==> src/rtl/traffic_light_timed_ctrl_if.sv <==
`default_nettype none
// ============================================================================
//  Module      : traffic_light_timed_ctrl_if
//  Description : Signal bundle between the intersection controller and its
//                surroundings (request inputs and lamp/status outputs).
//                master : drives requests, observes lamps (board/testbench)
//                slave  : the controller itself
//  Signals     : ped_req, side_sensor, night_mode        (to controller)
//                main_lights[2:0], side_lights[2:0] {R,Y,G},
//                ped_walk, ped_pending, state_o[2:0]     (from controller)
//  Revision    : 1.0 - initial release
// ============================================================================
interface traffic_light_timed_ctrl_if;
    logic       ped_req;
    logic       side_sensor;
    logic       night_mode;
    logic [2:0] main_lights;
    logic [2:0] side_lights;
    logic       ped_walk;
    logic       ped_pending;
    logic [2:0] state_o;

    modport master (
        output ped_req, side_sensor, night_mode,
        input  main_lights, side_lights, ped_walk, ped_pending, state_o
    );

    modport slave (
        input  ped_req, side_sensor, night_mode,
        output main_lights, side_lights, ped_walk, ped_pending, state_o
    );
endinterface
`default_nettype wire

==> src/rtl/traffic_light_timed_ctrl.sv <==
`default_nettype none
// ============================================================================
//  Module      : traffic_light_timed_ctrl
//  Description : Self-timed two-street intersection controller with a
//                pedestrian phase, demand-driven side/ped phase skipping and
//                a night flashing mode. An internal prescaler produces a
//                one-cycle tick every TICK_DIV clocks; each phase dwells a
//                parameterised number of ticks.
//  Ports       : clk      - single clock, rising edge
//                reset_n  - asynchronous active-low reset
//                bus      - traffic_light_timed_ctrl_if.slave
//                           in : ped_req, side_sensor, night_mode
//                           out: main_lights, side_lights, ped_walk,
//                                ped_pending, state_o
//  Revision    : 1.0 - initial release
// ============================================================================
module traffic_light_timed_ctrl #(
    parameter int TICK_DIV         = 1000,
    parameter int GREEN_TICKS      = 20,
    parameter int SIDE_GREEN_TICKS = 10,
    parameter int YELLOW_TICKS     = 4,
    parameter int ALLRED_TICKS     = 2,
    parameter int PED_TICKS        = 8
) (
    input  wire logic                  clk,
    input  wire logic                  reset_n,
    traffic_light_timed_ctrl_if.slave  bus
);

    typedef enum logic [2:0] {
        S_GR    = 3'd0,
        S_YR    = 3'd1,
        S_RR1   = 3'd2,
        S_RG    = 3'd3,
        S_RY    = 3'd4,
        S_RR2   = 3'd5,
        S_PED   = 3'd6,
        S_FLASH = 3'd7
    } state_t;

    // Counter sizing: just wide enough for the largest value ever held.
    localparam int c_PRESC_W = (TICK_DIV > 1) ? $clog2(TICK_DIV) : 1;
    localparam int c_MAX_A   = (GREEN_TICKS > SIDE_GREEN_TICKS) ? GREEN_TICKS : SIDE_GREEN_TICKS;
    localparam int c_MAX_B   = (YELLOW_TICKS > ALLRED_TICKS) ? YELLOW_TICKS : ALLRED_TICKS;
    localparam int c_MAX_C   = (c_MAX_A > c_MAX_B) ? c_MAX_A : c_MAX_B;
    localparam int c_MAX_DUR = (c_MAX_C > PED_TICKS) ? c_MAX_C : PED_TICKS;
    localparam int c_DWELL_W = (c_MAX_DUR > 1) ? $clog2(c_MAX_DUR) : 1;

    localparam logic [c_PRESC_W-1:0] c_PRESC_LAST = c_PRESC_W'(TICK_DIV - 1);
    localparam logic [c_DWELL_W-1:0] c_LOAD_GR    = c_DWELL_W'(GREEN_TICKS - 1);
    localparam logic [c_DWELL_W-1:0] c_LOAD_RG    = c_DWELL_W'(SIDE_GREEN_TICKS - 1);
    localparam logic [c_DWELL_W-1:0] c_LOAD_YEL   = c_DWELL_W'(YELLOW_TICKS - 1);
    localparam logic [c_DWELL_W-1:0] c_LOAD_RED   = c_DWELL_W'(ALLRED_TICKS - 1);
    localparam logic [c_DWELL_W-1:0] c_LOAD_PED   = c_DWELL_W'(PED_TICKS - 1);

    localparam logic [2:0] c_RED    = 3'b100;
    localparam logic [2:0] c_YELLOW = 3'b010;
    localparam logic [2:0] c_GREEN  = 3'b001;

    state_t                 r_state;
    logic [c_PRESC_W-1:0]   r_presc;
    logic [c_DWELL_W-1:0]   r_dwell;
    logic                   r_flash;
    logic                   r_pedPending;
    logic                   r_sidePending;
    logic [2:0]             r_mainLights;
    logic [2:0]             r_sideLights;
    logic                   r_pedWalk;

    state_t                 w_stateNext;
    logic                   w_tick;
    logic                   w_expired;
    logic                   w_stateChange;
    logic [c_PRESC_W-1:0]   w_prescNext;
    logic [c_DWELL_W-1:0]   w_dwellNext;
    logic                   w_flashNext;
    logic                   w_pedPendingNext;
    logic                   w_sidePendingNext;
    logic [2:0]             w_mainLights;
    logic [2:0]             w_sideLights;
    logic                   w_pedWalk;

    assign w_tick        = (r_presc == c_PRESC_LAST);
    assign w_expired     = w_tick && (r_dwell == '0);
    assign w_stateChange = (w_stateNext != r_state);

    // Next-state, counters, latches and lamp decode.
    always_comb begin
        w_stateNext       = r_state;
        w_prescNext       = r_presc;
        w_dwellNext       = r_dwell;
        w_flashNext       = r_flash;
        w_pedPendingNext  = r_pedPending | bus.ped_req;
        w_sidePendingNext = r_sidePending | bus.side_sensor;
        w_mainLights      = c_RED;
        w_sideLights      = c_RED;
        w_pedWalk         = 1'b0;

        case (r_state)
            S_GR: begin
                // Green extends indefinitely until some demand shows up.
                if (w_expired && (r_sidePending || r_pedPending || bus.night_mode))
                    w_stateNext = S_YR;
            end
            S_YR:  if (w_expired) w_stateNext = S_RR1;
            S_RR1: begin
                if (w_expired)
                    w_stateNext = (r_sidePending && !bus.night_mode) ? S_RG : S_RR2;
            end
            S_RG:  if (w_expired) w_stateNext = S_RY;
            S_RY:  if (w_expired) w_stateNext = S_RR2;
            S_RR2: begin
                if (w_expired) begin
                    if (bus.night_mode)
                        w_stateNext = S_FLASH;
                    else if (r_pedPending)
                        w_stateNext = S_PED;
                    else
                        w_stateNext = S_GR;
                end
            end
            S_PED: if (w_expired) w_stateNext = S_GR;
            S_FLASH: begin
                // Dwell counter is ignored here; only the tick matters.
                if (w_tick && !bus.night_mode)
                    w_stateNext = S_RR2;
            end
            default: w_stateNext = S_RR2;
        endcase

        // Prescaler restarts on every state change so dwell is exact.
        if (w_stateChange || w_tick)
            w_prescNext = '0;
        else
            w_prescNext = r_presc + 1'b1;

        if (w_stateChange) begin
            case (w_stateNext)
                S_GR:          w_dwellNext = c_LOAD_GR;
                S_YR, S_RY:    w_dwellNext = c_LOAD_YEL;
                S_RG:          w_dwellNext = c_LOAD_RG;
                S_PED:         w_dwellNext = c_LOAD_PED;
                default:       w_dwellNext = c_LOAD_RED;
            endcase
        end else if (w_tick && (r_dwell != '0)) begin
            w_dwellNext = r_dwell - 1'b1;
        end

        if (w_stateChange && (w_stateNext == S_FLASH))
            w_flashNext = 1'b1;
        else if ((r_state == S_FLASH) && w_tick)
            w_flashNext = ~r_flash;

        // Walk phase swallows requests, including those arriving on its
        // entry cycle and on its exit cycle.
        if ((w_stateNext == S_PED) || (r_state == S_PED))
            w_pedPendingNext = 1'b0;

        if (w_stateChange && (w_stateNext == S_RG))
            w_sidePendingNext = 1'b0;

        // Lamps are decoded from the upcoming state so they register
        // together with the state itself.
        case (w_stateNext)
            S_GR:    w_mainLights = c_GREEN;
            S_YR:    w_mainLights = c_YELLOW;
            S_RG:    w_sideLights = c_GREEN;
            S_RY:    w_sideLights = c_YELLOW;
            S_PED:   w_pedWalk    = 1'b1;
            S_FLASH: begin
                w_mainLights = {1'b0, w_flashNext, 1'b0};
                w_sideLights = {w_flashNext, 2'b00};
            end
            default: ;
        endcase
    end

    always_ff @(posedge clk or negedge reset_n) begin
        if (!reset_n) begin
            r_state       <= S_RR2;
            r_presc       <= '0;
            r_dwell       <= c_LOAD_RED;
            r_flash       <= 1'b0;
            r_pedPending  <= 1'b0;
            r_sidePending <= 1'b0;
            r_mainLights  <= c_RED;
            r_sideLights  <= c_RED;
            r_pedWalk     <= 1'b0;
        end else begin
            r_state       <= w_stateNext;
            r_presc       <= w_prescNext;
            r_dwell       <= w_dwellNext;
            r_flash       <= w_flashNext;
            r_pedPending  <= w_pedPendingNext;
            r_sidePending <= w_sidePendingNext;
            r_mainLights  <= w_mainLights;
            r_sideLights  <= w_sideLights;
            r_pedWalk     <= w_pedWalk;
        end
    end

    assign bus.main_lights = r_mainLights;
    assign bus.side_lights = r_sideLights;
    assign bus.ped_walk    = r_pedWalk;
    assign bus.ped_pending = r_pedPending;
    assign bus.state_o     = r_state;

endmodule
`default_nettype wire

==> src/flat_wrapper.sv <==
// flat-port wrapper written by rule: the top's interface ports become plain ports
module traffic_light_timed_ctrl_flat 
#(
    parameter int TICK_DIV         = 1000,
    parameter int GREEN_TICKS      = 20,
    parameter int SIDE_GREEN_TICKS = 10,
    parameter int YELLOW_TICKS     = 4,
    parameter int ALLRED_TICKS     = 2,
    parameter int PED_TICKS        = 8
)
  (clk, reset_n, bus_ped_req, bus_side_sensor, bus_night_mode, bus_main_lights, bus_side_lights, bus_ped_walk, bus_ped_pending, bus_state_o);
  traffic_light_timed_ctrl_if bus_i ();
  input  wire logic clk;
  input  wire logic reset_n;
  input wire logic [$bits(bus_i.ped_req)-1:0] bus_ped_req;
  input wire logic [$bits(bus_i.side_sensor)-1:0] bus_side_sensor;
  input wire logic [$bits(bus_i.night_mode)-1:0] bus_night_mode;
  output wire logic [$bits(bus_i.main_lights)-1:0] bus_main_lights;
  output wire logic [$bits(bus_i.side_lights)-1:0] bus_side_lights;
  output wire logic [$bits(bus_i.ped_walk)-1:0] bus_ped_walk;
  output wire logic [$bits(bus_i.ped_pending)-1:0] bus_ped_pending;
  output wire logic [$bits(bus_i.state_o)-1:0] bus_state_o;
  assign bus_i.ped_req = bus_ped_req;
  assign bus_i.side_sensor = bus_side_sensor;
  assign bus_i.night_mode = bus_night_mode;
  assign bus_main_lights = bus_i.main_lights;
  assign bus_side_lights = bus_i.side_lights;
  assign bus_ped_walk = bus_i.ped_walk;
  assign bus_ped_pending = bus_i.ped_pending;
  assign bus_state_o = bus_i.state_o;
  traffic_light_timed_ctrl #(.TICK_DIV(TICK_DIV), .GREEN_TICKS(GREEN_TICKS), .SIDE_GREEN_TICKS(SIDE_GREEN_TICKS), .YELLOW_TICKS(YELLOW_TICKS), .ALLRED_TICKS(ALLRED_TICKS), .PED_TICKS(PED_TICKS)) u_core (.clk(clk), .reset_n(reset_n), .bus(bus_i));
endmodule
==> config.mk <==
export PLATFORM = sky130hd
export DESIGN_NAME = traffic_light_timed_ctrl_flat
export DESIGN_NICKNAME = d
export VERILOG_FILES = /design/src/rtl/traffic_light_timed_ctrl_if.sv /design/src/rtl/traffic_light_timed_ctrl.sv /design/src/flat_wrapper.sv
export SDC_FILE = /design/constraint.sdc
export NUM_CORES = 1
export LEC_CHECK = 0
export CELL_PAD_IN_SITES_DETAIL_PLACEMENT = 0
export CELL_PAD_IN_SITES_GLOBAL_PLACEMENT = 1
export CORE_MARGIN = 10
export CORE_UTILIZATION = 39
export DETAILED_ROUTE_END_ITERATION = 8
export PLACE_DENSITY = 0.76
export SLEW_MARGIN = 20
export SYNTH_ARGS = -nofsm -noshare
export SYNTH_HDL_FRONTEND = slang
export SYNTH_SLANG_ARGS = --single-unit
==> constraint.sdc <==
create_clock -name clk -period 2.25 [get_ports clk]
set_input_delay 0.3375 -clock clk [delete_from_list [all_inputs] [get_ports clk]]
set_output_delay 0.3375 -clock clk [all_outputs]
set_load 0.01 [all_outputs]
-- After elaboration in Yosys (flattened, before gate mapping)
Cells that the tools add are included.
- register bits: 28
- input bits: 5
- output and inout bits: 11
- word-level logic and storage cells: 70
- add/subtract/negate cells: 2
- equal/unequal tests: 14
- multiplexer cells: 23
- bitwise operators: 3
- reductions and logical operators: 19
- operator list (kind ; count):
    two-way mux 3 bit ; 11
    case mux 3 bit (8 select lines) ; 1
    == test 3 bit (second input constant) ; 7
    case mux 5 bit (4 select lines) ; 1
    case mux 3 bit (3 select lines) ; 2
    adder 10 x 1 -> 10 bit (second input constant) ; 1
    == test 10 bit (second input constant) ; 1
    two-way mux 10 bit ; 1
    two-way mux 5 bit ; 2
    == test 3 x 2 -> 1 bit (second input constant) ; 3
    logical AND 1 bit ; 8
    == test 3 x 1 -> 1 bit (second input constant) ; 2
    zero test 3 bit ; 2
    zero test 5 bit ; 1
    two-way mux 1 bit ; 5
    nonzero test 5 bit ; 1
    subtractor 5 x 1 -> 5 bit (second input constant) ; 1
    logical OR 1 bit ; 4
    != test 3 bit ; 1
    OR 1 bit ; 2
    nonzero test 2 bit ; 1
    OR reduction 2 bit ; 1
    zero test 1 bit ; 1
    NOT 1 bit ; 1

-- Longest topological paths before layout
Gate-level depths: netlist of the first run.
- word-level depth: 9
- mapped depth: 9
- mapped depth without buffers: 9

-- Worst setup path before layout of the first run
Ideal clock, no wire load.
- kind: reg2reg
- start point: reg u_core.r_dwell[1]
- end point: reg u_core.r_dwell[4]
- setup time: 0.127 ns
- arrival: 2.180 ns
- required time: 2.123 ns
- slack: -0.057 ns
- cell stages (with the launch flop): 9
- path buffers: 0
- period minus slack after synthesis: 2.307 ns
- cell sequence: dfrtp_1 inv_1 ha_1 or4b_4 nor4_4 o211ai_2 a21oi_2 inv_2 mux2_1
- cells in the longest elaborated chain, start to end: 9
- elaborated cells on any way between the ends: 25
- those cells by class: add/sub: 1; eq/ne: 5; mux: 11; reduce/logical: 8
- RTL lines (item ; line ; text):
    start, declared ; traffic_light_timed_ctrl.sv:62 ; logic [c_DWELL_W-1:0] r_dwell;
    start signal, assigned ; traffic_light_timed_ctrl.sv:182 ; r_dwell <= c_LOAD_RED;
    start signal, assigned ; traffic_light_timed_ctrl.sv:192 ; r_dwell <= w_dwellNext;
    zero test 5 bit ; traffic_light_timed_ctrl.sv:84 ; assign w_expired = w_tick && (r_dwell == '0);
    logical AND 1 bit ; traffic_light_timed_ctrl.sv:84 ;
    logical AND 1 bit ; traffic_light_timed_ctrl.sv:102 ; if (w_expired && (r_sidePending || r_pedPending || bus.night_mode))
    two-way mux 3 bit ; traffic_light_timed_ctrl.sv:102 ;
    case mux 3 bit (8 select lines) ; traffic_light_timed_ctrl.sv:99 ; case (r_state)
    == test 3 x 1 -> 1 bit / == test 3 bit (equally long branches) ; traffic_light_timed_ctrl.sv:138 ; case (w_stateNext)
    OR reduction 2 bit ; traffic_light_timed_ctrl.sv:138 ;
    case mux 5 bit (4 select lines) ; traffic_light_timed_ctrl.sv:138 ;
    two-way mux 5 bit ; traffic_light_timed_ctrl.sv:137 ; if (w_stateChange) begin
Several ways; a longest one is shown, not always the timed one. The select of a mux whose other input is x is not followed.
A chain may end at the register's enable or synchronous reset.

-- Final worst setup path of the first run
Same ends and word-level chain as after synthesis.

==> metrics.md, run 1 <==
| Metric | Value |
|---|---|
| Pre-antenna DRT Iters | `4` |
| RSZ-0062 raised after global routing | `true` |
| Longest Clk Path Bufs | `2` |
| Post-synth top area share | `0.3862` |
| Synth unique cells | `45` |
| Port Buffers | `15` |
| Synth Register Bits | `28` |
| Total gr overflow | `0` |
| Slowest stage delay, CP | `500 ps` |
| H-tree levels | `1` |
| Post-Syn Nets | `157` |
| Final core utilization | `0.5529` |
| Commonest non-fill, non-tap cell in the layout | `buf_4` |
| HP Class | `in2async` |
| Violated checks | `negative setup slack` |
| Num CTS Buffers | `3` |
| Outcome | `finished, violations left` |
| Cell Pwr Density | `395.8 nW/µm²` |
| Final worst path period share | `1.006` |
| Hold_ws | `430.4 ps` |
| GPL Wtd Cong | `0.8714` |
| Final Hold Viols | `0` |
| Critical path required time | `2410 ps` |
| CTS root buf | `clkbuf_8` |
| Final Instance Area | `2039 µm²` |
| Die width | `81.82 µm` |
| Global-route wire length before repair | `5720 µm` |
| Initial antenna violation count | `0` |
| Fin crit period | `2262 ps` |
| Relative slew slack | `0.7661` |
| Clk_skew | `3.119 ps` |
| Worst-margin pin slew | `350.8 ps` |
| Post-synth top flop | `dfrtp_1` |
| Post-DP HPWL | `2553 µm` |
| Worst Setup End Kind | `flip-flop` |
| Post-synth EDFFs | `0` |
| Leakage power | `0.8884 nW` |
| Average wire per standard cell | `14.37 µm` |
| Final setup margin | `-12.47 ps` |
| Die Footprint | `6694 µm²` |
| Rows | `22` |
| Maximum vdd drop | `461.6 µV` |
| Clock Sinks | `28` |
| Critical path arrival | `2430 ps` |
| Antenna Nets Post-Route | `0` |
| Max-slew violations | `0` |
| Commonest non-fill, non-tap cells in the layout | `buf_4 (26), dfrtp_1 (23), nor2_1 (15), clkdlybuf4s50_1 (15), nand2_1 (13)` |
| Number of I/O pins | `16` |
| GR peak layer | `met2` |
| Via density | `5.178` |
| Via count | `1248` |
| Worst setup path class | `reg2reg` |
| Final setup fails | `1` |
| Seq/Total Area, Yosys | `0.4744` |
| Synthesized instance count | `149` |
| Max cap viols | `0` |
| Nets@finish | `202` |
| Top post-synthesis cells by area | `dfrtp_1 (39%), dfstp_2 (8.8%), nor2_1 (4.8%), xnor2_1 (3.5%), nand2_1 (3.3%)` |
| CP max FO | `7` |
| Initial Util | `0.4040` |
| Worst-path cell chain | `inv_2 > ha_4 > or4b_4 > nor4_4 > buf_6 > mux2i_1 > o22a_2 > nor2_2 > mux2_4` |
| Met2 GRT Util | `0.1936` |
| Clk slew on worst S/H paths | `90 ps` |
| CTS tree | `done` |
| M1 GR Usage | `0.1202` |
| CTS Hold Bufs | `0` |
| Initial DRC count | `143` |
| Drt total wl | `3463 µm` |
| Met3 usage | `0.02948` |
| Max frequency | `0.4420 GHz` |
| Final Non-Filler Cells | `241` |
| CP max-delay cell | `or4b_4` |
| Mapped cell area | `1490 µm²` |
| Synth warn | `0` |
| Die H | `81.82 µm` |
| Placed inst area | `1862 µm²` |
| DR DRC count | `0` |
| Largest net degree at the start of global routing | `29` |
| Share of layout cells above drive strength 1 | `0.3316` |
| Vias in the first global route | `1255` |
| Antenna diodes | `0` |
| Layout area overhead | `36.86%` |
| Critical Path Source Type | `flip-flop` |
| Asr flop ratio synth | `1.000` |
| Pwr Total | `0.8072 mW` |
| Dpl cells | `232` |
| Mapped Avg Cell Area | `10.00 µm²` |
| Core area | `3689 µm²` |
| Clk_lat worst skew | `270 ps` |
| Gr usage total | `0.1072` |
| Synth area leader | `dfrtp_1` |
==> final timing paths <==
| kind | startpoint | to | slack (ps) | cells after the start |
|---|---|---|---|---|
| worst max-delay path | u_core.r_dwell[1] | u_core.r_dwell[4] | -10 | 9 |
| worst max register to register | u_core.r_dwell[1] | u_core.r_dwell[4] | -10 | 9 |
| min in group clk | u_core.r_presc[8] | u_core.r_presc[8] | 490 | 1 |
| max in group asynchronous | reset_n | u_core.r_dwell[0] | 1510 | 2 |
| worst min register to register | u_core.r_presc[8] | u_core.r_presc[8] | 490 | 1 |
| worst min-delay path | reset_n | u_core.bus.state_o[1] | 430 | 2 |
==> registers in the layout, summed over array words and instances (netlist names) <==
name and flops:
u_core.bus.main_lights 3, u_core.bus.ped_pending 1, u_core.bus.ped_walk 1, u_core.bus.side_lights 3, u_core.bus.state_o 3, u_core.r_dwell 5, u_core.r_flash 1, u_core.r_presc 10
u_core.r_sidePending 1
==> power by group <==
| part | total [mW] | internal (mW) | leakage (nW) | switching, mW |
|---|---|---|---|---|
| Combinational | 0.0259 | 0.0111 | 0.527 | 0.0148 |
| Sequential | 0.503 | 0.503 | 0.338 | 0.000000000515 |
| Clock | 0.278 | 0.127 | 0.0228 | 0.151 |
==> logic make-up (layout without fill, tap and decap cells) <==
group,count (synthesis),after routing,synth area share
simple gates,65,65,0.2469
buf+inv,10,54,0.02519
mux,4,4,0.02939
flops,28,28,0.4744
fa+ha+maj,3,3,0.02519
xor+xnor,11,11,0.06465
compound gates,28,28,0.1343
==> cells in the mapped netlist, types with 3 or more instances <==
library cell / count
a21oi_1: 6
and3_1: 5
clkbuf_1: 3
dfrtp_1: 23
dfstp_2: 5
ha_1: 3
inv_1: 5
nand2_1: 13
nand3_1: 6
nor2_1: 19
nor3_1: 6
o21ai_0: 3
xnor2_1: 6
xor2_1: 5
==> metal layers <==
layer	part of all wire	vias up
li1	-	624
met1	0.42	596
met2	0.52	24
met3	0.053	4
met4	0.0084	0
met5	0	-
==> final cells by class <==
type | count | area, µm²
clock buffers | 4 | 45.04
inverters | 7 | 26.28
repair buffers | 43 | 367.9
well taps | 48 | 60.06
flip-flops and latches | 28 | 706.9
fillers | 339 | 1649
multi-input cells | 111 | 833.3
==> critical path: cells and delay by family (launching register included) <==
kind | cells | cell delay [ps]
AOI/OAI and AO/OA | 1 | 220
adders and majority gates | 1 | 110
buffers and inverters | 2 | 250
DFF | 1 | 400
muxes | 2 | 450
and+or+nand+nor | 3 | 720
==> metrics by stage <==
stage               TNS (ps)  setup WS (ps)
floorplan                  0          17.11
global placement      -17.51         -17.51
detailed placement    -78.30         -67.32
CTS                   -31.47         -31.47
global route          -605.8         -128.8
finish                -12.47         -12.47
==> timing repair <==
item / in CTS / in global routing
pin swaps: 0 / 9
gates resized for setup: 6 / 16
endpoints found under the setup margin: 3 / 12
setup buffers: 1 / 4
No activity file was read; power rests on OpenSTA's default activity.
==> run 2: changes to the inputs <==
--- a/config.mk
+++ b/config.mk
@@ -5,12 +5,11 @@
 export SDC_FILE = /design/constraint.sdc
 export NUM_CORES = 1
 export LEC_CHECK = 0
-export CELL_PAD_IN_SITES_DETAIL_PLACEMENT = 0
-export CELL_PAD_IN_SITES_GLOBAL_PLACEMENT = 1
 export CORE_MARGIN = 10
-export CORE_UTILIZATION = 39
+export CORE_UTILIZATION = 40
 export DETAILED_ROUTE_END_ITERATION = 8
-export PLACE_DENSITY = 0.76
+export HOLD_SLACK_MARGIN = 0.02
+export PLACE_DENSITY = 0.64
 export SLEW_MARGIN = 20
 export SYNTH_ARGS = -nofsm -noshare
 export SYNTH_HDL_FRONTEND = slang
==> metrics.md, run 2 (synthesis results as in run 1) <==
| Metric | Value |
|---|---|
| Outcome | `finished, violations left (unchanged)` |
| Violated checks | `negative setup slack (unchanged)` |
| Total gr overflow | `0 (unchanged)` |
| Critical path arrival | `2530 ps (was 2430 ps)` |
| Critical path required time | `2420 ps (was 2410 ps)` |
| Core area | `3633 µm² (was 3689 µm²)` |
| Maximum vdd drop | `243.8 µV (was 461.6 µV)` |
| Commonest non-fill, non-tap cell in the layout | `buf_4 (unchanged)` |
| Die width | `81.04 µm (was 81.82 µm)` |
| Number of I/O pins | `16 (unchanged)` |
| Fin crit period | `2364 ps (was 2262 ps)` |
| Global-route wire length before repair | `5996 µm (was 5720 µm)` |
| FILL cells | `319 (was 339)` |
| Largest register FFs | `10 (unchanged)` |
| Worst setup path class | `reg2reg (unchanged)` |
| HP Class | `in2async (unchanged)` |
| CTS tree | `done (unchanged)` |
| Antenna Nets Post-Route | `0 (unchanged)` |
| Share of layout cells above drive strength 1 | `0.3568 (was 0.3316)` |
| Max-slew violations | `0 (unchanged)` |
| GPL Wtd Cong | `0.8910 (was 0.8714)` |
| Average wire per standard cell | `14.73 µm (was 14.37 µm)` |
| Final setup fails | `9 (was 1)` |
| RSZ-0062 raised after global routing | `true (unchanged)` |
| Post-DP HPWL | `2598 µm (was 2553 µm)` |
| Via density | `5.243 (was 5.178)` |
| Clk slew on worst S/H paths | `90 ps (about the same)` |
| Largest net degree at the start of global routing | `29 (unchanged)` |
| CTS Hold Bufs | `0 (unchanged)` |
| Top Registers | `u_core.r_presc: 10 flops, u_core.r_dwell: 5 flops (unchanged)` |
| Initial DRC count | `164 (was 143)` |
| Layout area overhead | `41.81% (was 36.86%)` |
| Vias in the first global route | `1292 (was 1255)` |
| Nets@finish | `208 (was 202)` |
| Final setup margin | `-113.6 ps (was -12.47 ps)` |
| Final core utilization | `0.5816 (was 0.5529)` |
| Critical Path Source Type | `flip-flop (unchanged)` |
| Worst Setup End Kind | `flip-flop (unchanged)` |
| Leakage power | `0.9370 nW (was 0.8884 nW)` |
| DR DRC count | `0 (unchanged)` |
| Initial Util | `0.4101 (was 0.4040)` |
| Final Hold Viols | `0 (unchanged)` |
| Initial antenna violation count | `0 (unchanged)` |
| Commonest non-fill, non-tap cells in the layout | `buf_4 (30), dfrtp_1 (23), nor2_1 (15), clkdlybuf4s50_1 (15), nand2_1 (13) (was buf_4 (26), dfrtp_1 (23), nor2_1 (15), clkdlybuf4s50_1 (15), nand2_1 (13))` |
| Hold_ws | `438.2 ps (was 430.4 ps)` |
| Cell Pwr Density | `435.5 nW/µm² (was 395.8 nW/µm²)` |
| Antenna diodes | `0 (unchanged)` |
| Max frequency | `0.4231 GHz (was 0.4420 GHz)` |
| Rows | `22 (unchanged)` |
| Most flop-heavy register | `u_core.r_presc (unchanged)` |
| Relative slew slack | `0.6917 (was 0.7661)` |
| Pre-antenna DRT Iters | `4 (unchanged)` |
| CP max FO | `7 (unchanged)` |
| Setup TNS | `-399.0 ps (was -12.47 ps)` |
| Port Buffers | `15 (unchanged)` |
| Max cap viols | `0 (unchanged)` |
| Clk_lat worst skew | `270 ps (about the same)` |
| Pwr Total | `0.9202 mW (was 0.8072 mW)` |
| Clk_skew | `2.672 ps (was 3.119 ps)` |
| CTS root buf | `clkbuf_8 (unchanged)` |
| Die Footprint | `6567 µm² (was 6694 µm²)` |
| Via count | `1295 (was 1248)` |
| Worst-margin pin slew | `461.0 ps (was 350.8 ps)` |
| Drt total wl | `3638 µm (was 3463 µm)` |
| Gr usage total | `0.1122 (was 0.1072)` |
| Num CTS Buffers | `3 (unchanged)` |
| Longest Clk Path Bufs | `2 (unchanged)` |
| Die H | `81.04 µm (was 81.82 µm)` |
| H-tree levels | `1 (unchanged)` |
| Worst slack, placed | `-96.62 ps (was -67.32 ps)` |
| Final worst path period share | `1.050 (was 1.006)` |
| Clock Sinks | `28 (unchanged)` |
==> run 2: timing repair <==
| item | in CTS | in global routing |
|---|---|---|
| hold endpoints to repair | 0 | 0 |
| gates resized for setup | 4 | 20 |
| pin swaps | 0 | 9 |
| setup buffers | 5 | 2 |
| setup endpoints to repair | 10 | 13 |
==> run 2: final timing paths <==
kind                                        start                end  slack (ps)  cells past startpoint
worst min register to register  u_core.r_presc[9]  u_core.r_presc[9]         490                      1
min in group clk                u_core.r_presc[9]  u_core.r_presc[9]         490                      1
worst max-delay path            u_core.r_dwell[1]  u_core.r_dwell[4]        -110                      9
max in group asynchronous                 reset_n  u_core.r_dwell[0]        1510                      2
worst min-delay path                      reset_n  u_core.r_presc[9]         440                      2
worst max register to register  u_core.r_dwell[1]  u_core.r_dwell[4]        -110                      9
==> run 2: through the flow <==
| stage | instances | instance area (µm²) |
|---|---|---|
| finish | 247 | 2113 |
| global route | 247 | 2113 |
| CTS | 245 | 2008 |
| detailed placement | 236 | 1892 |
| global placement | 236 | 1892 |
| floorplan | 149 | 1490 |
==> run 2: critical path: stages (launching register included) <==
cell     delay [ps]
dfrtp_1         410
inv_2            80
ha_4            110
or4b_4          500
nor4_4          240
buf_6           170
mux2i_1         200
o22a_1          220
nor2_2           60
mux2_4          260
==> run 2: layer usage <==
metal,track usage,routed length (µm)
met2,0.1982,1866
met5,0,0
met3,0.02428,210
met4,0.03114,61
met1,0.1339,1500
==> run 2: layout make-up <==
class                      count  area (µm²)  share of cell area
clock buffer                   3       41.29             0.01954
clock inverter                 1       30.03             0.01421
inverter                       7       26.28             0.01243
multi-input combinational    111       828.3              0.3919
sequential                    28       706.9              0.3345
tap                           48       60.06             0.02842
timing repair buffer          49       420.4              0.1989
==> run 2: report_power, final <==
part           internal, mW  total [mW]  switching (mW)  leakage [nW]
Clock                 0.238       0.392           0.154        0.0357
Combinational        0.0100      0.0248          0.0148         0.563
Sequential            0.503       0.503  0.000000000582         0.338
Total                 0.752       0.920           0.169         0.937
